### config.mk
export PLATFORM = sky130hd
export DESIGN_NAME = tc_pl_bus_tx_spit
export DESIGN_NICKNAME = d
export VERILOG_FILES = /design/src/rtl/tc_pl_bus_tx_spit.sv
export SDC_FILE = /design/constraint.sdc
export NUM_CORES = 1
export LEC_CHECK = 0
export CORE_UTILIZATION = 47
export CTS_CLUSTER_DIAMETER = 150
export DETAILED_ROUTE_END_ITERATION = 10
export PLACE_DENSITY_LB_ADDON = 0.12
export SYNTH_ARGS = -nofsm -noshare
export SYNTH_HDL_FRONTEND = slang
export SYNTH_SLANG_ARGS = --single-unit
### constraint.sdc
create_clock -name clk -period 2.5 [get_ports clk]
set_input_delay 0.375 -clock clk [delete_from_list [all_inputs] [get_ports clk]]
set_output_delay 0.375 -clock clk [all_outputs]
set_load 0.03 [all_outputs]
### src/rtl/tc_pl_bus_tx_spit.sv
// SPI mode-0 transmit engine fed by the bus TX framer: byte handshake via spit_dreq,
// MSB-first serialisation, back-to-back bytes merged into one CS-low frame.
module tc_pl_bus_tx_spit #(
    parameter int SPI0_0   = 8,
    parameter int CLK_DIV  = 2,
    parameter int CS_SETUP = 2,
    parameter int CS_HOLD  = 2
) (
    input  logic              clk,
    input  logic              rst,
    input  logic              spit_valid,
    input  logic [SPI0_0-1:0] spit_data,
    output logic              spit_dreq,
    output logic              spit_idle,
    output logic              spi_cs_n,
    output logic              spi_sclk,
    output logic              spi_mosi
);
    localparam int CNT_M1  = (CLK_DIV > CS_SETUP) ? CLK_DIV : CS_SETUP;
    localparam int CNT_MAX = (CNT_M1 > CS_HOLD) ? CNT_M1 : CS_HOLD;
    localparam int CW      = $clog2(CNT_MAX + 1);
    localparam int BW      = $clog2(SPI0_0);

    localparam logic [CW-1:0] DIV_LAST   = CW'(CLK_DIV - 1);
    localparam logic [CW-1:0] SETUP_LAST = CW'(CS_SETUP - 1);
    localparam logic [CW-1:0] HOLD_LAST  = CW'(CS_HOLD - 1);
    localparam logic [BW-1:0] BIT_LAST   = BW'(SPI0_0 - 1);

    typedef enum logic [1:0] {IDLE, SETUP, SHIFT, HOLD} state_t;

    state_t            state;
    logic [CW-1:0]     cnt;
    logic [BW-1:0]     bit_cnt;
    // MSB goes straight to spi_mosi on load, so only the remaining bits are kept
    logic [SPI0_0-2:0] shreg;

    always_ff @(posedge clk or negedge rst) begin
        if (!rst) begin
            state     <= IDLE;
            cnt       <= '0;
            bit_cnt   <= '0;
            shreg     <= '0;
            spit_dreq <= 1'b0;
            spit_idle <= 1'b1;
            spi_cs_n  <= 1'b1;
            spi_sclk  <= 1'b0;
            spi_mosi  <= 1'b0;
        end else begin
            spit_dreq <= 1'b0;
            case (state)
                IDLE: begin
                    if (spit_valid) begin
                        shreg     <= spit_data[SPI0_0-2:0];
                        spi_mosi  <= spit_data[SPI0_0-1];
                        spit_dreq <= 1'b1;
                        spi_cs_n  <= 1'b0;
                        spit_idle <= 1'b0;
                        cnt       <= '0;
                        state     <= SETUP;
                    end
                end
                SETUP: begin
                    if (cnt == SETUP_LAST) begin
                        cnt     <= '0;
                        bit_cnt <= '0;
                        state   <= SHIFT;
                    end else begin
                        cnt <= cnt + CW'(1);
                    end
                end
                SHIFT: begin
                    if (cnt != DIV_LAST) begin
                        cnt <= cnt + CW'(1);
                    end else begin
                        cnt      <= '0;
                        spi_sclk <= ~spi_sclk;
                        // falling edge: advance the bit, or chain/close the byte
                        if (spi_sclk) begin
                            if (bit_cnt != BIT_LAST) begin
                                bit_cnt  <= bit_cnt + BW'(1);
                                shreg    <= shreg << 1;
                                spi_mosi <= shreg[SPI0_0-2];
                            end else if (spit_valid) begin
                                bit_cnt   <= '0;
                                shreg     <= spit_data[SPI0_0-2:0];
                                spi_mosi  <= spit_data[SPI0_0-1];
                                spit_dreq <= 1'b1;
                            end else begin
                                state <= HOLD;
                            end
                        end
                    end
                end
                HOLD: begin
                    if (cnt == HOLD_LAST) begin
                        cnt       <= '0;
                        spi_cs_n  <= 1'b1;
                        spit_idle <= 1'b1;
                        state     <= IDLE;
                    end else begin
                        cnt <= cnt + CW'(1);
                    end
                end
                default: state <= IDLE;
            endcase
        end
    end

endmodule

==> metrics.md, run 1 <==
| Metric | Value |
|---|---|
| Status | `finished, final reports clean` |
| Syn Nets | `104` |
| Placed Area | `0.00112 mm²` |
| TritonCTS clock tree | `done` |
| H-tree Lvls | `1` |
| Share of cells above drive strength 1 | `11.0%` |
| Setup Skew | `0.00251 ns` |
| Setup-failing EPs final | `0` |
| Fin crit period | `1.92 ns` |
| All-Layer GR Usage | `17.5%` |
| CP Class | `register to register` |
| Register area | `452 µm²` |
| Syn Inst Count | `86` |
| Post-Syn Area | `977 µm²` |
| Mean Syn Cell Area | `11.4 µm²` |
| Combinational share of power | `53.9%` |
| Hold-fix buffers, CTS | `0` |
| Initial antenna violation count | `0` |
| Via count | `676` |
| Vias in the first global route | `582` |
| Max Buffers Root-to-Sink | `2` |
| Vias/cell | `5.32` |
| Layout area overhead | `17.2%` |
| Maxcap violations | `0` |
| Setup TNS | `0 ns` |
| Sequential area share after synthesis | `46.2%` |
| Final period utilization | `76.7%` |
| Post-synthesis compound-gate area fraction | `21.1%` |
| Worst path bufs/invs | `1` |
| Slowest cell on crit path | `dfrtp_1` |
| Worst-path clk slew | `0.10 ns` |
| Max incr delay on CP | `0.39 ns` |
| Critical Path Source Type | `register` |
| Final hold violation count | `0` |
| Postcts setup bufs | `0` |
| Starting Density | `49.8%` |
| Post-DRT Antenna Nets | `0` |
| Met1 GRT Util | `25.1%` |
| WP data required | `2.69 ns` |
| Cell row count | `16` |
| GR met2 Demand/Resource | `24.4%` |
| First-pass GRT wire length | `2.67 mm` |
| Pleak | `0.000504 µW` |
| Number of synthesized register bits | `18` |
| Arr. time, crit path | `2.11 ns` |
| Die Wd | `47.6 µm` |
| N_diodes | `0` |
| CTS resizes | `0` |
| Crit-path cells | `inv_1, ha_1, nand2b_1, nand2_1, o22ai_1, o2bb2a_4` |
| Clock group share of total power | `10.1%` |
| Die span in y | `47.6 µm` |
| Critical path fanouts, max | `11` |
| Pint | `863 µW` |
| TritonCTS buffer count | `3` |
| Multi-input logic area | `464 µm²` |
| Worst vdd ir | `0.680 mV` |
| Worst hold path type | `register to register` |
| PwrDens | `1260 mW/mm²` |
| Final Cell Area | `0.00114 mm²` |
| Post-synthesis cell type count | `31` |
| Fin nets | `119` |
| Layer with the highest usage | `met1` |
| Detailed Route WL | `1.75 mm` |
| Largest net degree at the start of global routing | `19` |
| CP top delay family | `simple AND/OR/NAND/NOR gates` |
| Warnings, synthesis | `0` |
| Psw | `575 µW` |
| Post-Synth Simple-Gate Area | `9.99%` |
| Core region area | `0.00196 mm²` |
| Met3 global-route usage | `7.17%` |
| Clk root buf | `clkbuf_4` |
| Largest family of logic cells by synthesized area | `compound AO/OA/AOI/OAI gates` |
| Clock latency on the worst-skew pair | `0.29 ns` |
| GRT overflow | `0` |
| Reg2Reg Depth | `6` |
| Slew HR | `48.4%` |
| Port-buffer cells | `15` |
| Iter 0 DRT Violations | `8` |
| Iteration count of the initial detailed-routing pass | `4` |
| Routed WL per cell | `13.7 µm` |
| Dpl hpwl | `1.26 mm` |
| Slew Viols, Final | `0` |
| Clock sink count | `18` |
| Die area | `0.00227 mm²` |
| Mux share of post-synthesis cell area | `6.53%` |
| RSZ-0062 raised after global routing | `false` |
| Final GP Congestion | `0.737` |
| DRC | `0` |
| Hold path cells | `1` |
| Post-Synth Adder-Cell Area | `8.96%` |
| WP depth | `6` |
| Slew of the pin with the lowest slew margin | `0.771 ns` |
| # fillers | `186` |
| Achievable clock frequency | `522 MHz` |
| Post-Synth XOR/XNOR Area | `0.896%` |
| Sw Share | `40.0%` |
| IO Pins | `16` |
| CP endpoint kind | `register` |
| Power share of the sequential group | `35.9%` |
cell usage in the layout, fill, tap and decap left out:
master / count
dfrtp_1: 17
clkdlybuf4s50_1: 15
o22ai_1: 7
ha_1: 7
a2bb2oi_1: 6
inv_1: 5
nand2_1: 4
nor2_1: 3
nor2b_1: 3
o21ai_0: 3
mux2i_1: 3
mux2_2: 3
clkbuf_4: 3
nand2b_1: 2
nor3_1: 2
a21oi_1: 2
and2b_4: 1
o21a_1: 1
o211ai_1: 1
o211a_1: 1
a31o_1: 1
o21a_4: 1
o2bb2a_4: 1
xnor2_1: 1
o31ai_1: 1
and2_1: 1
and3_2: 1
a22o_1: 1
nand4_1: 1
clkbuf_1: 1
dfstp_2: 1
power groups by stage:
stage | clock, µW | sequential [µW] | combinational (µW)
6_report | 146 | 517 | 775
4_1_cts | 152 | 518 | 782
2_1_floorplan | 0 | 558 | 583
5_1_grt | 163 | 537 | 855
3_5_place_dp | 0 | 524 | 778
3_3_place_gp | 0 | 520 | 760
registers in the layout (all words and copies together) (netlist names):
register,flops
bit_cnt,3
cnt,2
shreg,7
spi_cs_n,1
spi_mosi,1
spi_sclk,1
spit_dreq,1
state,2
stage by stage:
step	instances	util [%]	hold WS [ns]	setup WS, ns	power [µW]
after global routing	127	58.4	0.540	0.419	1550
final	127	58.4	0.520	0.583	1440
after floorplan	86	-	0.0794	0.788	1140
after CTS	127	58.4	0.526	0.588	1450
after detailed placement	123	57.0	0.472	0.548	1300
after global placement	123	57.0	0.472	0.571	1280
cell usage after synthesis, drive strengths merged:
cell / number / area share (%)
a21oi: 2 / 1.0
a22o: 1 / 0.90
a2bb2oi: 6 / 5.4
a31o: 1 / 0.90
and2: 1 / 0.64
and2b: 1 / 1.0
and3: 1 / 0.77
buf: 5 / 4.4
dfrtp: 17 / 44
dfstp: 1 / 2.7
ha: 7 / 9.0
inv: 5 / 1.9
mux2: 3 / 3.5
mux2i: 3 / 3.1
nand2: 4 / 1.5
nand2b: 2 / 1.3
nand4: 1 / 0.64
nor2: 3 / 1.2
nor2b: 3 / 1.9
nor3: 2 / 1.0
o211a: 1 / 1.0
o211ai: 1 / 0.77
o21a: 2 / 2.3
o21ai: 3 / 1.5
o22ai: 7 / 4.5
o2bb2a: 1 / 2.0
o31ai: 1 / 0.77
xnor2: 1 / 0.90
area by class of cell:
class / instances / area share, %
inverter: 5 / 1.64
sequential: 18 / 39.5
tap: 27 / 2.95
clock buffer: 4 / 2.30
multi-input combinational: 58 / 40.5
timing repair buffer: 15 / 13.1
logic make-up (layout without fill, tap and decap cells):
family	after synthesis	count (layout)
fa+ha+maj	7	7
xor+xnor	1	1
buf+inv	10	24
mux	6	6
simple gates	18	18
compound gates	26	26
flops	18	18
worst paths after layout:
check	startpoint	endpoint	slack, ns
hold reg to reg	cnt[1]$_DFFE_PN0N_	cnt[1]$_DFFE_PN0N_	0.52
setup reg to reg	state[0]$_DFFE_PN0P_	shreg[5]$_DFFE_PN0P_	0.58
min in group asynchronous	rst	spi_sclk$_DFFE_PN0P_	0.53
hold / removal	cnt[1]$_DFFE_PN0N_	cnt[1]$_DFFE_PN0N_	0.52
max in group asynchronous	rst	cnt[0]$_DFFE_PN0N_	1.49
setup / recovery	state[0]$_DFFE_PN0P_	shreg[5]$_DFFE_PN0P_	0.58
per-layer routing:
layer	up-vias	routed length (µm)
li1	339	-
met1	325	878
met2	10	778
met3	2	75
met4	0	12
met5	-	0
Power figures use the tool's default switching activity.
==> run 2, diff against run 1 <==
- CORE_UTILIZATION: 47 -> 46
- clock period: 2.5 -> 1.6 ns (I/O delays scaled with it)
==> run 2 against run 1 <==
  * The run now ends with negative setup slack left
  * Combinational power rose by 110%
  * Non-clock buffer count rose by 19
  * Total power rose by 89%
  * Critical path depth did not move
  * Clock power rose by 100%
  * Via count rose by 13%
  * Clock skew rose by 0.0024 ns
  * Maximum frequency rose by 16%
  * Worst hold slack got worse by 0.27 ns
  * Largest power group unchanged
==> metrics.md, run 2 (synthesized netlist as in run 1, its figures left out) <==
| Metric | Value |
|---|---|
| Iteration count of the initial detailed-routing pass | `4 (unchanged)` |
| Starting Density | `49.3% (-0.50 points)` |
| Fin crit period | `1.65 ns (-0.267 ns)` |
| Failing checks | `negative setup slack` |
| Clock latency on the worst-skew pair | `0.30 ns (about the same)` |
| Worst vdd ir | `1.32 mV (+93%)` |
| Slew HR | `76.2% (+28 points)` |
| Final GP Congestion | `0.721 (-2.1%)` |
| Critical path fanouts, max | `4 (-7)` |
| PwrDens | `2000 mW/mm² (+60%)` |
| Maxcap violations | `0 (unchanged)` |
| GRT overflow | `0 (unchanged)` |
| Routed WL per cell | `13.0 µm (-5.1%)` |
| H-tree Lvls | `1 (unchanged)` |
| N_diodes | `0 (unchanged)` |
| Final hold violation count | `0 (unchanged)` |
| Slew of the pin with the lowest slew margin | `0.356 ns (-0.415 ns)` |
| Total Power | `2710 µW (+89%)` |
| Vias in the first global route | `660 (+13%)` |
| Layout area overhead | `38.4%` |
| DRC | `0 (unchanged)` |
| WP data required | `1.80 ns (-0.89 ns)` |
| Critical Path Source Type | `register` |
| TritonCTS buffer count | `3 (unchanged)` |
| Clk root buf | `clkbuf_4` |
| IO Pins | `16 (unchanged)` |
| Top flop regs | `shreg: 7 flops, bit_cnt: 3 flops` |
| Arr. time, crit path | `1.85 ns (-0.26 ns)` |
| Die area | `0.00231 mm² (+2.1%)` |
| Core region area | `0.00198 mm² (+1.0%)` |
| CP endpoint kind | `register` |
| Vias/cell | `5.21 (-2.1%)` |
| Pleak | `0.000616 µW (+22%)` |
| Dpl hpwl | `1.37 mm (+8.9%)` |
| Worst-path clk slew | `0.11 ns (about the same)` |
| Commonest non-fill, non-tap cell in the layout | `buf_4` |
| # fillers | `155 (-17%)` |
| Iter 0 DRT Violations | `6 (-2)` |
| Die Wd | `48.1 µm (+1.0%)` |
| Fin nets | `138 (+16%)` |
| Via count | `761 (+13%)` |
| Setup Skew | `0.00486 ns (+0.00235 ns)` |
| Status | `finished with violations` |
| Slew Viols, Final | `0 (unchanged)` |
| Detailed Route WL | `1.90 mm (+9.1%)` |
| RSZ-0062 raised after global routing | `true` |
| Share of cells above drive strength 1 | `32.8% (+22 points)` |
| Post-DRT Antenna Nets | `0 (unchanged)` |
| Setup TNS | `-0.0561 ns (-0.0561 ns)` |
| Worst setup margin | `-0.0495 ns (-0.633 ns)` |
| Setup-failing EPs final | `3 (+3)` |
| Largest net degree at the start of global routing | `19 (unchanged)` |
| Max Buffers Root-to-Sink | `2 (unchanged)` |
| Final period utilization | `103% (+26 points)` |
| Worst hold path type | `input port to async pin` |
| TritonCTS clock tree | `done` |
| All-Layer GR Usage | `19.5% (+1.9 points)` |
| Initial antenna violation count | `0 (unchanged)` |
| Largest register FFs | `7 (unchanged)` |
| Clock sink count | `18 (unchanged)` |
| Achievable clock frequency | `606 MHz (+16%)` |
| Most frequent cells in the layout | `18 x buf_4, 17 x dfrtp_1, 11 x clkdlybuf4s50_1` |
| First-pass GRT wire length | `2.99 mm (+12%)` |
| Die span in y | `48.1 µm (+1.0%)` |
| Cell row count | `16 (unchanged)` |
| CP Class | `register to register` |
| Port-buffer cells | `15 (unchanged)` |
| Biggest register | `shreg` |
## run 2: path summary, 6_finish.rpt
check	from	endpoint	slack, ns	cells past startpoint
max reg2reg	bit_cnt[1]$_DFFE_PN0P_	bit_cnt[0]$_DFFE_PN0P_	-0.05	6
min reg2reg	cnt[1]$_DFFE_PN0N_	cnt[1]$_DFFE_PN0N_	0.50	1
min	rst	spi_sclk$_DFFE_PN0P_	0.25	2
max in group asynchronous	rst	spi_cs_n$_DFFE_PN1P_	1.09	2
max	bit_cnt[1]$_DFFE_PN0P_	bit_cnt[0]$_DFFE_PN0P_	-0.05	6
min in group clk	cnt[1]$_DFFE_PN0N_	cnt[1]$_DFFE_PN0N_	0.50	1
## run 2: worst max-delay path, cell delays in order (launching register included)
cell      delay (ns)
dfrtp_1         0.41
ha_2            0.20
ha_4            0.16
nor2b_4         0.12
o21ai_2         0.13
o211ai_1        0.18
mux2_4          0.33
## run 2: metal layers
metal / share of wire (%) / global-route usage, %
met3: 1.6 / 3.33
met2: 49 / 27.3
met5: 0 / 0
met1: 47 / 28.6
met4: 1.8 / 10.0
## run 2: power breakdown
group	total (µW)	internal, µW	switching [µW]
clock	295	139	156
sequential	803	667	137
combinational	1610	873	740
total	2710	1680	1030
## run 2: repair_timing
action	in CTS	in global routing
setup buffers	3	1
pin swaps	2	5
hold buffers	0	0
gates resized for setup	8	7
gates cloned	0	0
endpoints found under the setup margin	14	14
## run 2: cell type report
class | instances | area, µm² | share of cell area, %
clock buffer | 4 | 36.3 | 2.68
inverter | 5 | 18.8 | 1.39
multi-input combinational | 58 | 517 | 38.2
sequential | 18 | 452 | 33.4
tap | 27 | 33.8 | 2.50
timing repair buffer | 34 | 295 | 21.8
## run 2: through the flow
stage	area, µm²	hold slack, ns	util (%)	std cells	setup slack (ns)
after floorplan	985	-0.0556	-	86	-0.0397
after global placement	1240	0.467	62.5	138	-0.0361
after detailed placement	1240	0.466	62.5	138	-0.112
after CTS	1310	0.245	66.3	145	-0.0407
after global routing	1350	0.292	68.2	146	-0.135
final	1350	0.249	68.2	146	-0.0495
